$ cat src/rtl/mem_access_unit.sv
// riscv_pkg: core-wide widths, memory map and the load/store funct3 encoding.
// mem_access_unit: MEM-stage load/store unit driving the data RAM and the LED/tohost MMIO registers.
package riscv_pkg;
   localparam int XLEN            = 32;
   localparam int ALEN            = 32;
   localparam int RAM_MEMORY_SIZE = 1024;
   localparam int LED_WIDTH       = 8;
   localparam logic [ALEN-1:0] MMIO_LED_ADDR    = 32'h8000_0000;
   localparam logic [ALEN-1:0] MMIO_TOHOST_ADDR = 32'h8000_0010;

   typedef enum logic [2:0] {
      F3_BYTE = 3'b000,
      F3_HALF = 3'b001,
      F3_WORD = 3'b010,
      F3_LBU  = 3'b100,
      F3_LHU  = 3'b101
   } funct3_mem_t;
endpackage

module mem_access_unit
   import riscv_pkg::*;
#(
   parameter int RAM_WORDS = RAM_MEMORY_SIZE,
   parameter int LED_W     = LED_WIDTH
) (
   input  logic                         clk,
   input  logic                         rst_n,
   input  logic                         req_valid,
   output logic                         req_ready,
   input  logic                         req_we,
   input  logic [2:0]                   req_funct3,
   input  logic [ALEN-1:0]              req_addr,
   input  logic [XLEN-1:0]              req_wdata,
   output logic                         rsp_valid,
   output logic [XLEN-1:0]              rsp_rdata,
   output logic                         rsp_err,
   output logic                         ram_en,
   output logic [3:0]                   ram_we,
   output logic [$clog2(RAM_WORDS)-1:0] ram_addr,
   output logic [XLEN-1:0]              ram_wdata,
   input  logic [XLEN-1:0]              ram_rdata,
   output logic [LED_W-1:0]             led_o,
   output logic [XLEN-1:0]              tohost_o,
   output logic                         halted_o
);

   localparam int IDX_W = $clog2(RAM_WORDS);
   localparam logic [ALEN-1:0] RAM_BYTES = ALEN'(RAM_WORDS * 4);

   typedef enum logic [1:0] {
      IDLE,
      RESP,
      RESP_LAST,
      HALT
   } state_t;

   state_t state, state_next;

   logic            accept;
   logic            ram_hit, led_hit, tohost_hit;
   logic            f3_legal, misaligned, req_err, good;
   logic            halt_store;
   logic [LED_W-1:0] led_q;
   logic [XLEN-1:0] tohost_q;
   logic            rsp_err_q, load_ram_q;
   logic [XLEN-1:0] mmio_rdata_q;
   logic [1:0]      off_q;
   logic [2:0]      f3_q;
   logic [7:0]      lane_byte;
   logic [15:0]     lane_half;

   assign req_ready  = rst_n && (state == IDLE || state == RESP);
   assign accept     = req_valid && req_ready;
   assign ram_hit    = req_addr < RAM_BYTES;
   assign led_hit    = req_addr == MMIO_LED_ADDR;
   assign tohost_hit = req_addr == MMIO_TOHOST_ADDR;
   assign req_err    = !f3_legal || misaligned || !(ram_hit || led_hit || tohost_hit)
                       || ((led_hit || tohost_hit) && req_funct3 != F3_WORD);
   assign good       = accept && !req_err;
   assign halt_store = good && req_we && tohost_hit;
   assign halted_o   = (state == RESP_LAST) || (state == HALT);
   assign led_o      = led_q;
   assign tohost_o   = tohost_q;

   // Classify the request's funct3 and alignment; zero-extending loads cannot be stores.
   always_comb begin
      f3_legal   = 1'b0;
      misaligned = 1'b0;
      case (req_funct3)
         F3_BYTE: f3_legal = 1'b1;
         F3_HALF: begin
            f3_legal   = 1'b1;
            misaligned = req_addr[0];
         end
         F3_WORD: begin
            f3_legal   = 1'b1;
            misaligned = |req_addr[1:0];
         end
         F3_LBU: f3_legal = !req_we;
         F3_LHU: begin
            f3_legal   = !req_we;
            misaligned = req_addr[0];
         end
         default: f3_legal = 1'b0;
      endcase
   end

   // Drive the RAM port for a good RAM access, replicating store data across the lanes.
   always_comb begin
      ram_en    = 1'b0;
      ram_we    = 4'b0000;
      ram_addr  = '0;
      ram_wdata = '0;
      if (good && ram_hit) begin
         ram_en   = 1'b1;
         ram_addr = req_addr[IDX_W+1:2];
         if (req_we) begin
            case (req_funct3)
               F3_BYTE: begin
                  ram_we    = 4'b0001 << req_addr[1:0];
                  ram_wdata = {4{req_wdata[7:0]}};
               end
               F3_HALF: begin
                  ram_we    = req_addr[1] ? 4'b1100 : 4'b0011;
                  ram_wdata = {2{req_wdata[15:0]}};
               end
               default: begin
                  ram_we    = 4'b1111;
                  ram_wdata = req_wdata;
               end
            endcase
         end
      end
   end

   // Next state and response-valid; a tohost store gets its response in RESP_LAST before HALT.
   always_comb begin
      state_next = state;
      rsp_valid  = 1'b0;
      case (state)
         IDLE: begin
            if (accept) state_next = halt_store ? RESP_LAST : RESP;
         end
         RESP: begin
            rsp_valid = 1'b1;
            if (accept) state_next = halt_store ? RESP_LAST : RESP;
            else        state_next = IDLE;
         end
         RESP_LAST: begin
            rsp_valid  = 1'b1;
            state_next = HALT;
         end
         default: state_next = HALT;
      endcase
   end

   // State register plus MMIO registers and the per-access response context captured at accept.
   always_ff @(posedge clk or negedge rst_n) begin
      if (!rst_n) begin
         state        <= IDLE;
         led_q        <= '0;
         tohost_q     <= '0;
         rsp_err_q    <= 1'b0;
         load_ram_q   <= 1'b0;
         mmio_rdata_q <= '0;
         off_q        <= 2'b00;
         f3_q         <= 3'b000;
      end else begin
         state <= state_next;
         if (good && req_we && led_hit)    led_q    <= req_wdata[LED_W-1:0];
         if (good && req_we && tohost_hit) tohost_q <= req_wdata;
         if (accept) begin
            rsp_err_q  <= req_err;
            load_ram_q <= good && ram_hit && !req_we;
            off_q      <= req_addr[1:0];
            f3_q       <= req_funct3;
            if (good && !req_we && led_hit)         mmio_rdata_q <= XLEN'(led_q);
            else if (good && !req_we && tohost_hit) mmio_rdata_q <= tohost_q;
            else                                    mmio_rdata_q <= '0;
         end
      end
   end

   // Format the response: pick the lane of the RAM word and extend, or return the MMIO value.
   always_comb begin
      rsp_rdata = '0;
      rsp_err   = 1'b0;
      case (off_q)
         2'd0:    lane_byte = ram_rdata[7:0];
         2'd1:    lane_byte = ram_rdata[15:8];
         2'd2:    lane_byte = ram_rdata[23:16];
         default: lane_byte = ram_rdata[31:24];
      endcase
      lane_half = off_q[1] ? ram_rdata[31:16] : ram_rdata[15:0];
      if (rsp_valid) begin
         rsp_err = rsp_err_q;
         if (load_ram_q) begin
            case (f3_q)
               F3_BYTE: rsp_rdata = {{24{lane_byte[7]}}, lane_byte};
               F3_HALF: rsp_rdata = {{16{lane_half[15]}}, lane_half};
               F3_LBU:  rsp_rdata = {24'h0, lane_byte};
               F3_LHU:  rsp_rdata = {16'h0, lane_half};
               default: rsp_rdata = ram_rdata;
            endcase
         end else begin
            rsp_rdata = mmio_rdata_q;
         end
      end
   end

endmodule

$ cat config.mk
export PLATFORM = sky130hd
export DESIGN_NAME = mem_access_unit
export DESIGN_NICKNAME = d
export VERILOG_FILES = /design/src/rtl/mem_access_unit.sv
export SDC_FILE = /design/constraint.sdc
export NUM_CORES = 1
export LEC_CHECK = 0
export ABC_AREA = 1
export CAP_MARGIN = 20
export CORE_ASPECT_RATIO = 0.8
export CORE_UTILIZATION = 44
export CTS_CLUSTER_DIAMETER = 120
export DETAILED_ROUTE_END_ITERATION = 6
export GPL_TIMING_DRIVEN = 0
export MAX_ROUTING_LAYER = met4
export PLACE_DENSITY = 0.93
export SYNTH_ARGS = -nofsm -noshare
export SYNTH_HDL_FRONTEND = slang
export SYNTH_SLANG_ARGS = --single-unit
$ cat constraint.sdc
create_clock -name clk -period 3.4 [get_ports clk]
set_input_delay 0.85 -clock clk [delete_from_list [all_inputs] [get_ports clk]]
set_output_delay 0.85 -clock clk [all_outputs]
set_load 0.01 [all_outputs]
==> key figures, run 1 <==
Run
  – # Max-Cap Violations: 0

Floorplan
  – Initial Util: 0.450
  – Row count: 36
  – Chip width: 127 um
  – Die area: 12900 um2
  – DIE HEIGHT: 102 um
  – Total core area: 12200 um2
  – I/O pins: 226

Clock tree
  – # H-tree levels: 3
  – CTS Hold Bufs: 0
  – Clock Tree Root: clkbuf_16
  – CTS clk-pin slew, worst paths: 0.06 ns
  – CTS tree: built
  – Clock sink count: 81
  – Longest Clk Path Bufs: 2
  – Worst skew pair latency: 0.35 ns
  – Cts bufs inserted: 9

Global routing
  – GRT Resource Usage Total: 0.402
  – Initial antenna violation count: 0
  – Global-route wire length before repair: 38100 um
  – GRT overflow: 0
  – Largest net degree at the start of global routing: 25
  – Vias in the first global route: 6984

Logic synthesis
  – Synth Area per Inst: 7.19 um2
  – Synth top area share: 0.371
  – Area of the mapped netlist: 5470 um2
  – Top cells by area, synth: dfrtp_1 37%, nand2_1 11%, o21ai_0 9.7%
  – Register area share after synthesis: 0.371
  – Most common cell in the netlist: nand2_1
  – Yosys warns: 0
  – Most area-hungry cell type in the Yosys netlist: dfrtp_1
  – Synthesized flop and latch total: 81
  – Post-synth ARST share: 1.00
  – Syn Nets: 868
  – Yosys cell types: 38
  – Post-synth EDFFs: 0
  – Synth Instances: 761
  – Dominant register cell in the synthesized netlist: dfrtp_1
  – Commonest cells in the netlist: 158 x nand2_1, 106 x o21ai_0, 95 x inv_1

Finish
  – NumNets Final: 1172
  – Ant diodes: 0
  – Fillers: 813
  – Non-Filler Instances: 1222
  – Layout cells sized above 1: 0.349
  – Post-route core utilization: 0.739
  – Layout area overhead: 64.2%
  – FF/Latch Area: 2030 um2
  – Multi-input combinational cell area: 3150 um2

Place
  – Final HPWL DP: 16400 um
  – PortBufs: 225
  – Inst Count DP: 1139
  – Gpl congestion: 0.950

Route
  – Routed wire per std cell: 21.8 um
  – Vias: 7318
  – DRT Pass-1 Iters: 6
  – DRT Wirelength: 26700 um
  – 1st-iter DRT viols: 832
  – Final ANT Viol Nets: 0
  – Vias per cell: 5.99
  – Drt drc: 0

Setup path
  – Worst-path fanout max: 4
  – Slowest-stage cell, CP: nor3_4
  – Req. time, crit path: 2.55 ns
  – Critical Path AT: 2.81 ns
  – Crit Path Class: input pin to output pin
  – CP dominant cell by count: nor2_4
  – CP max stage delay: 0.20 ns
  – CP cell instances: buf_2 -> inv_4 -> nand2_4 -> nor2_4 -> nand2_2 -> nor2_4 -> nand2_4 -> nand3_4 -> nand3b_4 -> buf_6 -> nor2_4 -> buf_6 -> inv_8 -> nor3_4 -> buf_2
  – Setup crit end kind: output pin
  – Worst setup SP type: input pin

Pwr
  – Power per cell area: 281 nW/um2
  – P_int: 1.84 mW
  – Clock power frac: 0.430
  – Seq pwr share: 0.384
  – Leak: 4.38 nW
  – Logic pwr share: 0.185
  – Sw Ratio: 0.270
  – Power Total: 2.53 mW
  – Switch Pwr: 682 uW
  – Peak supply drop: 0.262 mV

STA
  – RSZ-0062 raised after global routing: yes
  – Post-route clock period utilization: 1.08
  – Final setup violation count: 47
  – Slew margin rel.: 0.457
  – Max Slew Vio Count: 0
  – Endpoints failing hold: 0
  – Fmax: 273 MHz
  – Final worst slack: -0.259 ns
  – Min cycle time layout: 3.66 ns
  – Fin Clk Skew: 0.0101 ns
  – Worst Tran Pin Value: 0.814 ns

Worst hold path
  – Hold Path Class: input pin to asynchronous set/reset pin

Outcome
  – Failing checks: negative setup slack
  – Status: finished, violations left
## cells by family after synthesis
| logic type | Yosys count | share of synthesized area |
|---|---|---|
| DFF | 81 | 0.371 |
| buffers and inverters | 150 | 0.119 |
| adders and majority gates | 4 | 0.00915 |
| AOI/OAI and AO/OA | 217 | 0.231 |
| and+or+nand+nor | 309 | 0.271 |
## cell type report
class | count | share of cell area
plain buffers | 43 | 0.0324
clock buffers | 10 | 0.0266
clock inverters | 6 | 0.0102
inverters | 107 | 0.0464
multi-input cells | 530 | 0.350
flip-flops and latches | 81 | 0.226
well taps | 152 | 0.0212
repair buffers | 292 | 0.286
repair inverters | 1 | 0.00125
## per-stage QoR
stage                     area (um2)  worst slack, ns  hold WS, ns  TNS [ns]
after floorplan                 5470            0.305        0.450         0
after global placement          7910            -3.81        0.463   -471.53
after detailed placement        7940            -1.19        0.472    -64.63
after CTS                       8790          -0.0996        0.317    -0.936
after global routing            8980           -0.280        0.310     -8.84
final                           8980           -0.259        0.313     -7.58
## worst max-delay path: cells and delay by family
| kind | cells | cell delay [ns] |
|---|---|---|
| AND/OR/NAND/NOR | 9 | 1.15 |
| buffers and inverters | 6 | 0.79 |
## cell usage in the layout (no fill, tap or decap), types with 3 or more instances in the layout
master | netlist | layout
buf_16 | 0 | 3
clkdlybuf4s15_1 | 0 | 6
nor3_1 | 16 | 4
nand2_1 | 158 | 133
o21ai_1 | 6 | 11
nor2_1 | 35 | 17
a21oi_1 | 53 | 51
o21ai_2 | 36 | 37
o21ai_0 | 106 | 100
nand4_1 | 16 | 16
nor2_4 | 5 | 24
nand3_1 | 40 | 39
buf_2 | 5 | 59
clkinv_1 | 4 | 4
clkinvlp_4 | 0 | 3
nand2_4 | 2 | 7
clkbuf_16 | 0 | 9
buf_12 | 0 | 4
clkdlybuf4s50_1 | 0 | 104
nand3_4 | 1 | 3
clkbuf_2 | 0 | 20
dfrtp_1 | 81 | 81
clkbuf_8 | 0 | 3
nand2_2 | 8 | 28
nor3_2 | 1 | 9
inv_2 | 7 | 31
nor3_4 | 0 | 4
clkbuf_1 | 25 | 21
dlygate4sd2_1 | 0 | 21
buf_4 | 3 | 59
nor2_2 | 21 | 20
buf_6 | 9 | 28
o211ai_1 | 9 | 9
ha_1 | 4 | 4
bufbuf_16 | 0 | 3
inv_1 | 95 | 68
## sequential cells by signal, summed over array words and instances (netlist names)
signal / cells
f3_q: 3
mmio_rdata_q: 32
led_o: 8
off_q: 2
state: 2
tohost_o: 32
load_ram_q: 1
rsp_err_q: 1
## routing by layer
metal | vias up | GRT usage | share of wire | routed length [um]
li1 | 3108 | - | - | -
met1 | 3367 | 0.488 | 0.36 | 9490
met2 | 672 | 0.642 | 0.44 | 11800
met3 | 171 | 0.0819 | 0.13 | 3480
met4 | 0 | 0.207 | 0.069 | 1850
met5 | - | - | 0 | 0
## timing repair
item                                    in CTS  in global routing
hold endpoints to repair                     0                  0
gates resized for setup                    433                118
setup buffers                               48                 13
gates cloned                                 7                  0
endpoints found under the setup margin      78                 71
pin swaps                                   21                 42
## final timing paths
check / startpoint / endpoint / slack, ns / cells after the start
max: req_addr[0] / ram_wdata[8] / -0.26 / 15
min reg2reg: mmio_rdata_q[21] / mmio_rdata_q[21] / 0.49 / 2
min: rst_n / tohost_o[6] / 0.31 / 1
max reg2reg: state[0] / state[0] / 1.02 / 15
min in group clk: mmio_rdata_q[21] / mmio_rdata_q[21] / 0.49 / 2
max in group asynchronous: rst_n / tohost_o[10] / 2.60 / 2
## power groups by stage
stage / logic, mW / registers [mW] / clock network, mW
after detailed placement: 0.342 / 0.988 / 0
after floorplan: 0.141 / 0.988 / 0
after global routing: 0.497 / 0.971 / 1.13
final: 0.468 / 0.971 / 1.09
after CTS: 0.409 / 0.971 / 1.06
after global placement: 0.335 / 0.989 / 0
No activity file was read; power rests on OpenSTA's default activity.
==> run 2, diff against run 1 <==
--- a/config.mk
+++ b/config.mk
@@ -11,9 +11,11 @@
 export CORE_UTILIZATION = 44
 export CTS_CLUSTER_DIAMETER = 120
 export DETAILED_ROUTE_END_ITERATION = 6
+export GPL_ROUTABILITY_DRIVEN = 0
 export GPL_TIMING_DRIVEN = 0
 export MAX_ROUTING_LAYER = met4
 export PLACE_DENSITY = 0.93
 export SYNTH_ARGS = -nofsm -noshare
 export SYNTH_HDL_FRONTEND = slang
 export SYNTH_SLANG_ARGS = --single-unit
+export TNS_END_PERCENT = 1
==> key figures, run 2 (synthesis results as in run 1) <==
Setup path
  – Critical path depth in cells: 14 (-1)
  – Slowest-stage cell, CP: clkdlybuf4s15_2
  – CP max stage delay: 0.25 ns (+0.05 ns)
  – Worst setup SP type: input pin
  – Worst R2R Path Depth: 15 (unchanged)
  – Req. time, crit path: 2.55 ns (about the same)
  – Family with the most delay on the worst path: simple AND/OR/NAND/NOR gates
  – Crit Path Class: input pin to output pin
  – Worst-path fanout max: 10 (+6)
  – WP buf/inv: 5 (-1)
  – CP cell instances: clkbuf_2 -> inv_4 -> nand2_4 -> nor2_4 -> nand2_2 -> nor2_2 -> nand2_2 -> nand3_4 -> nand3b_4 -> nor2_4 -> inv_6 -> buf_8 -> nor2_1 -> clkdlybuf4s15_2
  – Setup crit end kind: output pin
  – Critical Path AT: 2.64 ns (-0.17 ns)

STA
  – Slew margin rel.: 0.443 (-0.0144)
  – Final worst slack: -0.0893 ns (+0.169 ns)
  – Worst Tran Pin Value: 0.836 ns (+0.0215 ns)
  – Final setup violation count: 15 (-68%)
  – Post-route clock period utilization: 1.03 (-0.0498)
  – Min cycle time layout: 3.49 ns (-0.169 ns)
  – RSZ-0062 raised after global routing: yes
  – Max Slew Vio Count: 0 (unchanged)
  – Hold_ws: 0.304 ns (-0.00892 ns)
  – Endpoints failing hold: 0 (unchanged)
  – Fmax: 287 MHz (+4.8%)
  – Fin Clk Skew: 0.00829 ns (-0.00183 ns)
  – Final TNS setup: -0.421 ns (+7.16 ns)

Global routing
  – Largest net degree at the start of global routing: 38 (+52%)
  – Initial antenna violation count: 1 (+1)
  – Met1 Use GR: 0.433 (-0.0552)
  – Met3 Resource Use GR: 0.0734 (-0.00845)
  – Global-route wire length before repair: 32800 um (-14%)
  – Met2 GRT Util: 0.545 (-0.0969)
  – Vias in the first global route: 6317 (-9.6%)
  – GR peak layer: met2
  – GRT Resource Usage Total: 0.343 (-0.0597)
  – GRT overflow: 0 (unchanged)

Finish
  – NumNets Final: 1147 (-2.1%)
  – Fillers: 872 (+7.3%)
  – Most frequent cells in the layout: 141 x nand2_1, 106 x clkdlybuf4s50_1, 99 x o21ai_0
  – Multi-input combinational cell area: 3110 um2 (-1.2%)
  – Most common cell after layout, fill and taps aside: nand2_1
  – FF/Latch Area: 2030 um2 (unchanged)
  – Layout cells sized above 1: 0.284 (-0.0644)
  – Non-Filler Instances: 1198 (-2.0%)
  – Layout area overhead: 63.7%
  – Post-route core utilization: 0.736 (-0.00237)

Route
  – Vias per cell: 5.83 (-2.7%)
  – Final ANT Viol Nets: 0 (unchanged)
  – Drt drc: 0 (unchanged)
  – Vias: 6983 (-4.6%)
  – 1st-iter DRT viols: 662 (-20%)
  – DRT Pass-1 Iters: 5 (-1)
  – DRT Wirelength: 24300 um (-8.8%)
  – Routed wire per std cell: 20.3 um (-7.0%)

Floorplan
  – Total core area: 12200 um2 (unchanged)
  – Chip width: 127 um (unchanged)
  – Initial Util: 0.450 (unchanged)
  – Row count: 36 (unchanged)
  – DIE HEIGHT: 102 um (unchanged)
  – Die area: 12900 um2 (unchanged)
  – I/O pins: 226 (unchanged)

Worst hold path
  – Hold Path Class: input pin to asynchronous set/reset pin

Clock tree
  – Cts bufs inserted: 9 (unchanged)
  – Worst skew pair latency: 0.34 ns (about the same)
  – # H-tree levels: 3 (unchanged)
  – CTS clk-pin slew, worst paths: 0.07 ns (about the same)
  – CTS tree: built
  – Clock Tree Root: clkbuf_16
  – Longest Clk Path Bufs: 2 (unchanged)
  – Clock sink count: 81 (unchanged)

Pwr
  – Peak supply drop: 0.236 mV (-10%)
  – Leak: 4.46 nW (+1.8%)
  – Power Total: 2.41 mW (-4.4%)
  – Power per cell area: 270 nW/um2 (-4.1%)

Outcome
  – Status: finished, violations left
  – Failing checks: negative setup slack

Place
  – PortBufs: 225 (unchanged)
  – Final HPWL DP: 16100 um (-2.1%)
  – Inst Count DP: 1139 (unchanged)

Run
  – # Max-Cap Violations: 0 (unchanged)
-- run 2: changes by cell type in the layout (fill, tap and decap cells not counted), sizes merged, moves of 2 or more --
cell and delta:
dlygate4sd2 -5, clkbuf -5, buf -51, clkdlybuf4s15 +3
dlymetal6s2s +32, clkdlybuf4s50 +2, clkinv +2
-- run 2: cell type report --
cell class	count	area share
clock inverter	7	0.00894
buffer	43	0.0335
tap	152	0.0212
clock buffer	9	0.0251
multi-input combinational	530	0.347
timing repair buffer	268	0.291
inverter	107	0.0465
antenna	1	0.000279
sequential	81	0.226
-- run 2: power by group --
part	total [mW]	internal [mW]	switching [mW]
Clock	1.00	0.576	0.429
Sequential	0.971	0.967	0.00412
Combinational	0.439	0.197	0.242
Total	2.41	1.74	0.675
-- run 2: timing repair --
item | 4_1_cts | 5_1_grt
gates cloned | 3 | 2
setup endpoints to repair | 77 | 73
pin swaps | 8 | 38
hold buffers | 0 | 0
gates resized for setup | 246 | 204
buffers inserted | 10 | 27
-- run 2: final timing paths --
check / endpoint / from / slack [ns]
worst min-delay path: rsp_err_q / rst_n / 0.30
worst min register to register: mmio_rdata_q[21] / mmio_rdata_q[21] / 0.48
max in group asynchronous: tohost_o[3] / rst_n / 2.55
worst max register to register: tohost_o[31] / state[0] / 1.03
min in group clk: mmio_rdata_q[21] / mmio_rdata_q[21] / 0.48
worst max-delay path: ram_addr[7] / req_addr[0] / -0.09
-- run 2: per-stage QoR --
| stage | cell area, um2 | setup WS (ns) |
|---|---|---|
| floorplan | 5470 | 0.305 |
| global placement | 7910 | -3.79 |
| detailed placement | 7940 | -1.20 |
| CTS | 8450 | -0.392 |
| global route | 8960 | -0.167 |
| finish | 8960 | -0.0893 |
-- run 2: metal layers --
| layer | share of wire | wire (um) |
|---|---|---|
| met5 | 0 | 0 |
| met3 | 0.11 | 2710 |
| met2 | 0.46 | 11300 |
| met4 | 0.045 | 1100 |
| met1 | 0.38 | 9210 |
==> RTL edit 1: new RTL, config.mk and constraints of run 1 <==
The package constant `ALEN` goes from 32 to 64.
--- a/src/rtl/mem_access_unit.sv
+++ b/src/rtl/mem_access_unit.sv
@@ -2,7 +2,7 @@
 // mem_access_unit: MEM-stage load/store unit driving the data RAM and the LED/tohost MMIO registers.
 package riscv_pkg;
    localparam int XLEN            = 32;
-   localparam int ALEN            = 32;
+   localparam int ALEN            = 64;
    localparam int RAM_MEMORY_SIZE = 1024;
    localparam int LED_WIDTH       = 8;
    localparam logic [ALEN-1:0] MMIO_LED_ADDR    = 32'h8000_0000;
Interface: changed (resized req_addr); port bits go from 226 to 258. The function was not compared with the original's and may differ.
==> RTL edit 1 against run 1 <==
  * The flow still finishes with violations (setup timing)
  * Wire length is 6.6% lower
  * Non-clock buffer count increased by 4
  * Maximum frequency grew 4.5%
  * Worst setup slack improved by 160 ps
  * Sequential power about the same
  * Cell area shrank 1.5%
  * Synthesized area down 0.69%
  * Sequential cell count unchanged
  * Total power decreased by 7.4%
  * Global-route usage shrank 1.3 points
  * Register-to-register slack got worse by 100 ps
  * Die area decreased by 0.68%
  * First-iteration DRC count down 7.2%
  * Critical endpoint is now ram_wdata[14]
==> RTL edit 1: results (changes against run 1) <==
| Step | Metric | Value | Delta |
|:---|:---|:---|:---|
| outcome | Outcome | finished, violations left |  |
| outcome | Violated checks | setup timing |  |
| synth | Share of flip-flops with an asynchronous set or reset after synthesis | 100.0% | unchanged |
| clock tree | Root Buffer Master | clkbuf_16 |  |
| detailed routing | Routed wire length | 24910 um | -6.6% |
| global routing | Pin count of the biggest net entering global routing | 38 | +52% |
| detailed routing | Routed vias/inst | 5.907 | -1.4% |
| place | Worst Setup Slack post-DPL | -1057 ps | +129.8 ps |
| finish | Nets | 1206 | +2.9% |
| timing | Final-layout setup total negative slack | -866.7 ps | +6714 ps |
| synth | Post-synthesis net count | 898 | +3.5% |
| clock tree | CTS Buffer Depth | 2 | unchanged |
| worst setup path | Signal arrival time at the worst endpoint | 2650 ps | -160 ps |
| place | Final HPWL from detailed placement | 16640 um | +1.3% |
| pwr | Leakage power of the design | 4.297 nW | -1.9% |
| synth | Sequential share of the synthesized area | 37.31% | +0.26 points |
| clock tree | Insertion delay to the later sink of the worst-skew pair | 350 ps | about the same |
| timing | Setup Skew | 6.106 ps | -4.014 ps |
| synth | Synth Warn # | 0 | unchanged |
| place | Final weighted congestion in routability-driven placement | 0.9592 | +0.95% |
| global routing | Number of antenna violations at the first check in global routing | 2 | +2 |
| clock tree | CTS H-tree depth | 3 | unchanged |
| detailed routing | Initial DRC count | 772 | -7.2% |
| min path | Worst min path class | in2async |  |
| place | Placed standard-cell area | 0.008205 mm2 | +3.4% |
| detailed routing | Routed wire length per instance | 20.38 um | -6.6% |
| timing | Final setup violation count | 40 | -15% |
| synth | Biggest area contributors in the synthesized netlist | dfrtp_1 37%, nand2_1 11%, o21ai_0 9.0% |  |
| place | Buffers added on ports | 256 | +14% |
| detailed routing | Initial DRT Pass Iterations | 6 | unchanged |
| global routing | All-Layer GR Usage | 38.94% | -1.3 points |
| synth | Most instantiated cells after synthesis | 152 x nand2_1, 109 x nor2_1, 98 x o21ai_0, 81 x dfrtp_1, 76 x inv_1 |  |
| global routing | Via count of the first global-routing pass | 6742 | -3.5% |
| worst setup path | Peak fanout along the critical path | 8 | +4 |
| global routing | Wire length of the first global-routing pass | 36700 um | -3.6% |
| timing | Actual transition at the worst max-transition pin | 523.5 ps | -290.6 ps |
| synth | Synthesized area divided by synthesized cell count | 7.158 um2 | -0.42% |
| timing | Final Worst Setup Slack | -100.9 ps | +157.6 ps |
| clock tree | Clock transition at path regs | 70 ps |  |
| synth | Number of distinct library cells after synthesis | 35 | -7.9% |
| timing | Slew Limit Fails | 0 | unchanged |
| finish | Layout cell share with drive strength beyond 1 | 31.90% | -3.0 points |
| clock tree | Cts bufs inserted | 9 | unchanged |
| pwr | Maximum vdd drop | 0.0002224 V | -15% |
| synth | Dominant register cell in the synthesized netlist | dfrtp_1 |  |
[RTL edit 1: cell count changes in the layout (fill, tap and decap cells not counted), sizes merged, moves of 8 or more]
| cell | run 1 | this run |
|---|---|---|
| nand2 | 168 | 156 |
| buf | 156 | 111 |
| clkbuf | 53 | 88 |
| clkdlybuf4s15 | 7 | 18 |
| nor2 | 62 | 114 |
| inv | 103 | 78 |
| o22ai | 2 | 10 |
| a21oi | 53 | 40 |
[RTL edit 1: critical path, stage by stage]
cell             delay (ps)
clkdlybuf4s15_1         270
nor2_4                  100
nand2_2                 140
a21oi_4                  90
a211oi_4                250
buf_4                   170
nand4_4                 140
buf_12                  170
buf_12                  140
nor3_4                  170
buf_2                   160
[RTL edit 1: worst paths after layout]
| check | startpoint | end | slack [ps] | cells past startpoint |
|---|---|---|---|---|
| max | req_funct3[2] | ram_wdata[14] | -100 | 11 |
| min | rst_n | led_o[0]$_DFFE_PN0P_ | 310 | 1 |
| max reg2reg | state[1]$_DFFE_PN0P_ | tohost_o[16]$_DFFE_PN0P_ | 920 | 15 |
| min reg2reg | mmio_rdata_q[24]$_DFFE_PN0P_ | mmio_rdata_q[24]$_DFFE_PN0P_ | 490 | 2 |
| max in group asynchronous | rst_n | tohost_o[24]$_DFFE_PN0P_ | 2510 | 3 |
| min in group clk | mmio_rdata_q[24]$_DFFE_PN0P_ | mmio_rdata_q[24]$_DFFE_PN0P_ | 490 | 2 |
[RTL edit 1: layout make-up]
class                   count  area (um2)
repair buffers            298        2449
clock buffers               9       225.2
diodes                      2       5.005
plain buffers              41       280.3
flip-flops and latches     81        2027
clock inverters             7       55.05
well taps                 148       185.2
fillers                   810        2933
inverters                  81       312.8
multi-input cells         555        3308
[RTL edit 1: cells by family after synthesis]
family / count (synthesis) / synth area share (%)
AND/OR/NAND/NOR: 340 / 27.71
AO/OA/AOI/OAI: 204 / 22.80
multiplexers: 7 / 1.290
adder cells (fa/ha/maj): 4 / 0.9213
flip-flops: 81 / 37.31
buffers and inverters: 123 / 9.972
[RTL edit 1: repair_timing]
item | CTS | global route
endpoints found under the setup margin | 75 | 79
cloned | 5 | 0
setup buffers | 29 | 9
pin swaps | 57 | 78
resized for setup | 399 | 194
[RTL edit 1: layer usage]
metal | vias up | share of wire [%] | track usage (%) | wire, um
met4 | 0 | 4.0 | 12.97 | 988
met5 | - | 0 | - | 0
li1 | 3136 | - | - | -
met3 | 109 | 12 | 8.082 | 2902
met2 | 624 | 45 | 62.13 | 11300
met1 | 3349 | 39 | 49.65 | 9720
[RTL edit 1: report_power, final]
part,internal [mW],total [mW],leakage [nW],switching (mW)
Sequential,0.967,0.972,1.11,0.00480
Combinational,0.188,0.423,3.05,0.235
Clock,0.501,0.944,0.132,0.443
Total,1.66,2.34,4.30,0.683
==> RTL edit 2: new RTL, flow settings as in run 1 <==
Made on the original files. Put one more register stage on the output `led_o`, cleared by the reset. The value now appears one clock later. The other outputs are not delayed to match.
--- a/src/rtl/mem_access_unit.sv
+++ b/src/rtl/mem_access_unit.sv
@@ -79,7 +79,13 @@
    assign good       = accept && !req_err;
    assign halt_store = good && req_we && tohost_hit;
    assign halted_o   = (state == RESP_LAST) || (state == HALT);
-   assign led_o      = led_q;
+   always_ff @(posedge clk or negedge rst_n) begin
+      if (!rst_n) begin
+         led_o <= '0;
+      end else begin
+         led_o <= led_q;
+      end
+   end
    assign tohost_o   = tohost_q;
 
    // Classify the request's funct3 and alignment; zero-extending loads cannot be stores.
Function: changed (Yosys sat finds a counterexample within 4 cycles, from zero or initial values and one cycle with rst_n low).
==> RTL edit 2 against run 1 <==
  * The flow still finishes with violations (setup timing)
  * Largest power group is now sequential cells
  * Count of clock-buffer cells in the layout shrank 1
  * Sequential cell count is 8 higher
  * Synthesized area down 0.73%
  * Worst setup slack gained 38 ps
  * Total power increased by 0.31%
  * Sequential power up 10%
  * Cell area is 1.6% lower
  * Critical path depth fell by 1
  * Combinational power decreased by 3%
  * Clock skew decreased by 2.8 ps
  * Maximum frequency increased by 1.1%
  * Wire length down 3.4%
  * Critical endpoint is now ram_addr[5]
==> RTL edit 2: results (changes against run 1) <==
| Step | Metric | Value | Delta |
|:---|:---|:---|:---|
| global routing | Via count of the first global-routing pass | 6936 | -0.69% |
| timing | Final Worst Setup Slack | -220.3 ps | +38.22 ps |
| global routing | GR Layer Usage met1 | 48.01% | -0.80 points |
| place | Worst Setup Slack post-DPL | -958.6 ps | +228.0 ps |
| pwr | Power density over cell area | 286.4 mW/mm2 | +1.9% |
| finish | Layout cell share with drive strength beyond 1 | 31.40% | -3.5 points |
| outcome | Violated checks | setup timing |  |
| place | Final HPWL from detailed placement | 15630 um | -4.8% |
| synth | Synthesized area divided by synthesized cell count | 7.269 um2 | +1.1% |
| global routing | Routing usage on met3 | 8.241% | +0.053 points |
| timing | Setup Skew | 7.307 ps | -2.812 ps |
| worst setup path | Signal arrival time at the worst endpoint | 2770 ps | -40 ps |
| synth | Number of distinct library cells after synthesis | 35 | -7.9% |
| pwr | Total chip power | 2.533 mW | +0.31% |
| pwr | Maximum vdd drop | 0.0002829 V | +7.9% |
| pwr | Combinational cell fraction of total power | 17.9% | -0.6 points |
| worst setup path | CP Launch Point | req_addr[7] |  |
| timing | Final setup violation count | 47 | unchanged |
| detailed routing | Vias | 7257 | -0.83% |
| finish | Layout filler cell count | 823 | +1.2% |
| pwr | Clock net power | 1.01 mW | -7% |
| pwr | Leakage power of the design | 4.460 nW | +1.8% |
| outcome | Outcome | finished, violations left |  |
| worst setup path | Peak fanout along the critical path | 10 | +6 |
| global routing | Met2 capacity usage during global routing | 59.58% | -4.6 points |
| global routing | Wire length of the first global-routing pass | 36450 um | -4.3% |
| synth | Biggest area contributors in the synthesized netlist | dfrtp_1 41%, o21ai_0 9.2%, nand2_1 8.2% |  |
| worst setup path | Worst stage delay on the critical path | 220 ps | +20 ps |
| worst setup path | Depth of the worst register-to-register path | 10 | -5 |
| synth | Most instantiated cells after synthesis | 119 x nand2_1, 109 x inv_1, 100 x o21ai_0, 89 x dfrtp_1, 81 x nor2_1 |  |
| worst setup path | Worst R2R Start | state[1]$_DFFE_PN0P_ |  |
| detailed routing | Initial DRC count | 920 | +11% |
| detailed routing | Routed vias/inst | 5.953 | -0.59% |
| global routing | All-Layer GR Usage | 38.62% | -1.6 points |
| detailed routing | Initial DRT Pass Iterations | 7 | +1 |
## RTL edit 2: area by class of cell
type                            instances  share of cell area, %
Multi-Input combinational cell        501                  32.27
Timing Repair inverter                  1                0.08488
Buffer                                 41                  2.787
Tap cell                              148                  2.094
Clock buffer                            9                  2.546
Clock inverter                          6                 0.8488
Sequential cell                        89                  25.18
Inverter                              116                  4.951
Antenna cell                            1                0.02829
Timing Repair Buffer                  307                  29.21
## RTL edit 2: final timing paths
check                                               to  slack (ps)
hold reg to reg                     led_o[2]$_DFF_PN0_         420
max in group asynchronous           led_o[2]$_DFF_PN0_        2340
setup / recovery                           ram_addr[5]        -220
hold / removal                      led_o[4]$_DFF_PN0_         270
min in group clk                    led_o[2]$_DFF_PN0_         420
setup reg to reg           mmio_rdata_q[2]$_DFFE_PN0P_         760
## RTL edit 2: what timing repair did
item | in CTS | in global routing
setup buffers | 65 | 11
pin swaps | 53 | 49
endpoints found under the setup margin | 76 | 75
gates resized for setup | 370 | 129
gates cloned | 6 | 0
## RTL edit 2: routing by layer
metal / part of all wire, % / vias up
met5: 0 / -
met4: 6.5 / 0
met3: 13 / 170
met2: 43 / 674
met1: 37 / 3322
li1: - / 3091
## RTL edit 2: worst max-delay path: cells and delay by family
kind	cells	cell delay (ps)
buf+inv	5	690
simple gates	9	1230
## RTL edit 2: logic make-up after synthesis
| group | share of synthesized area (%) |
|---|---|
| and+or+nand+nor | 23.18 |
| AOI/OAI and AO/OA | 23.06 |
| buffers and inverters | 11.82 |
| DFF | 41.01 |
| adders and majority gates | 0.9217 |
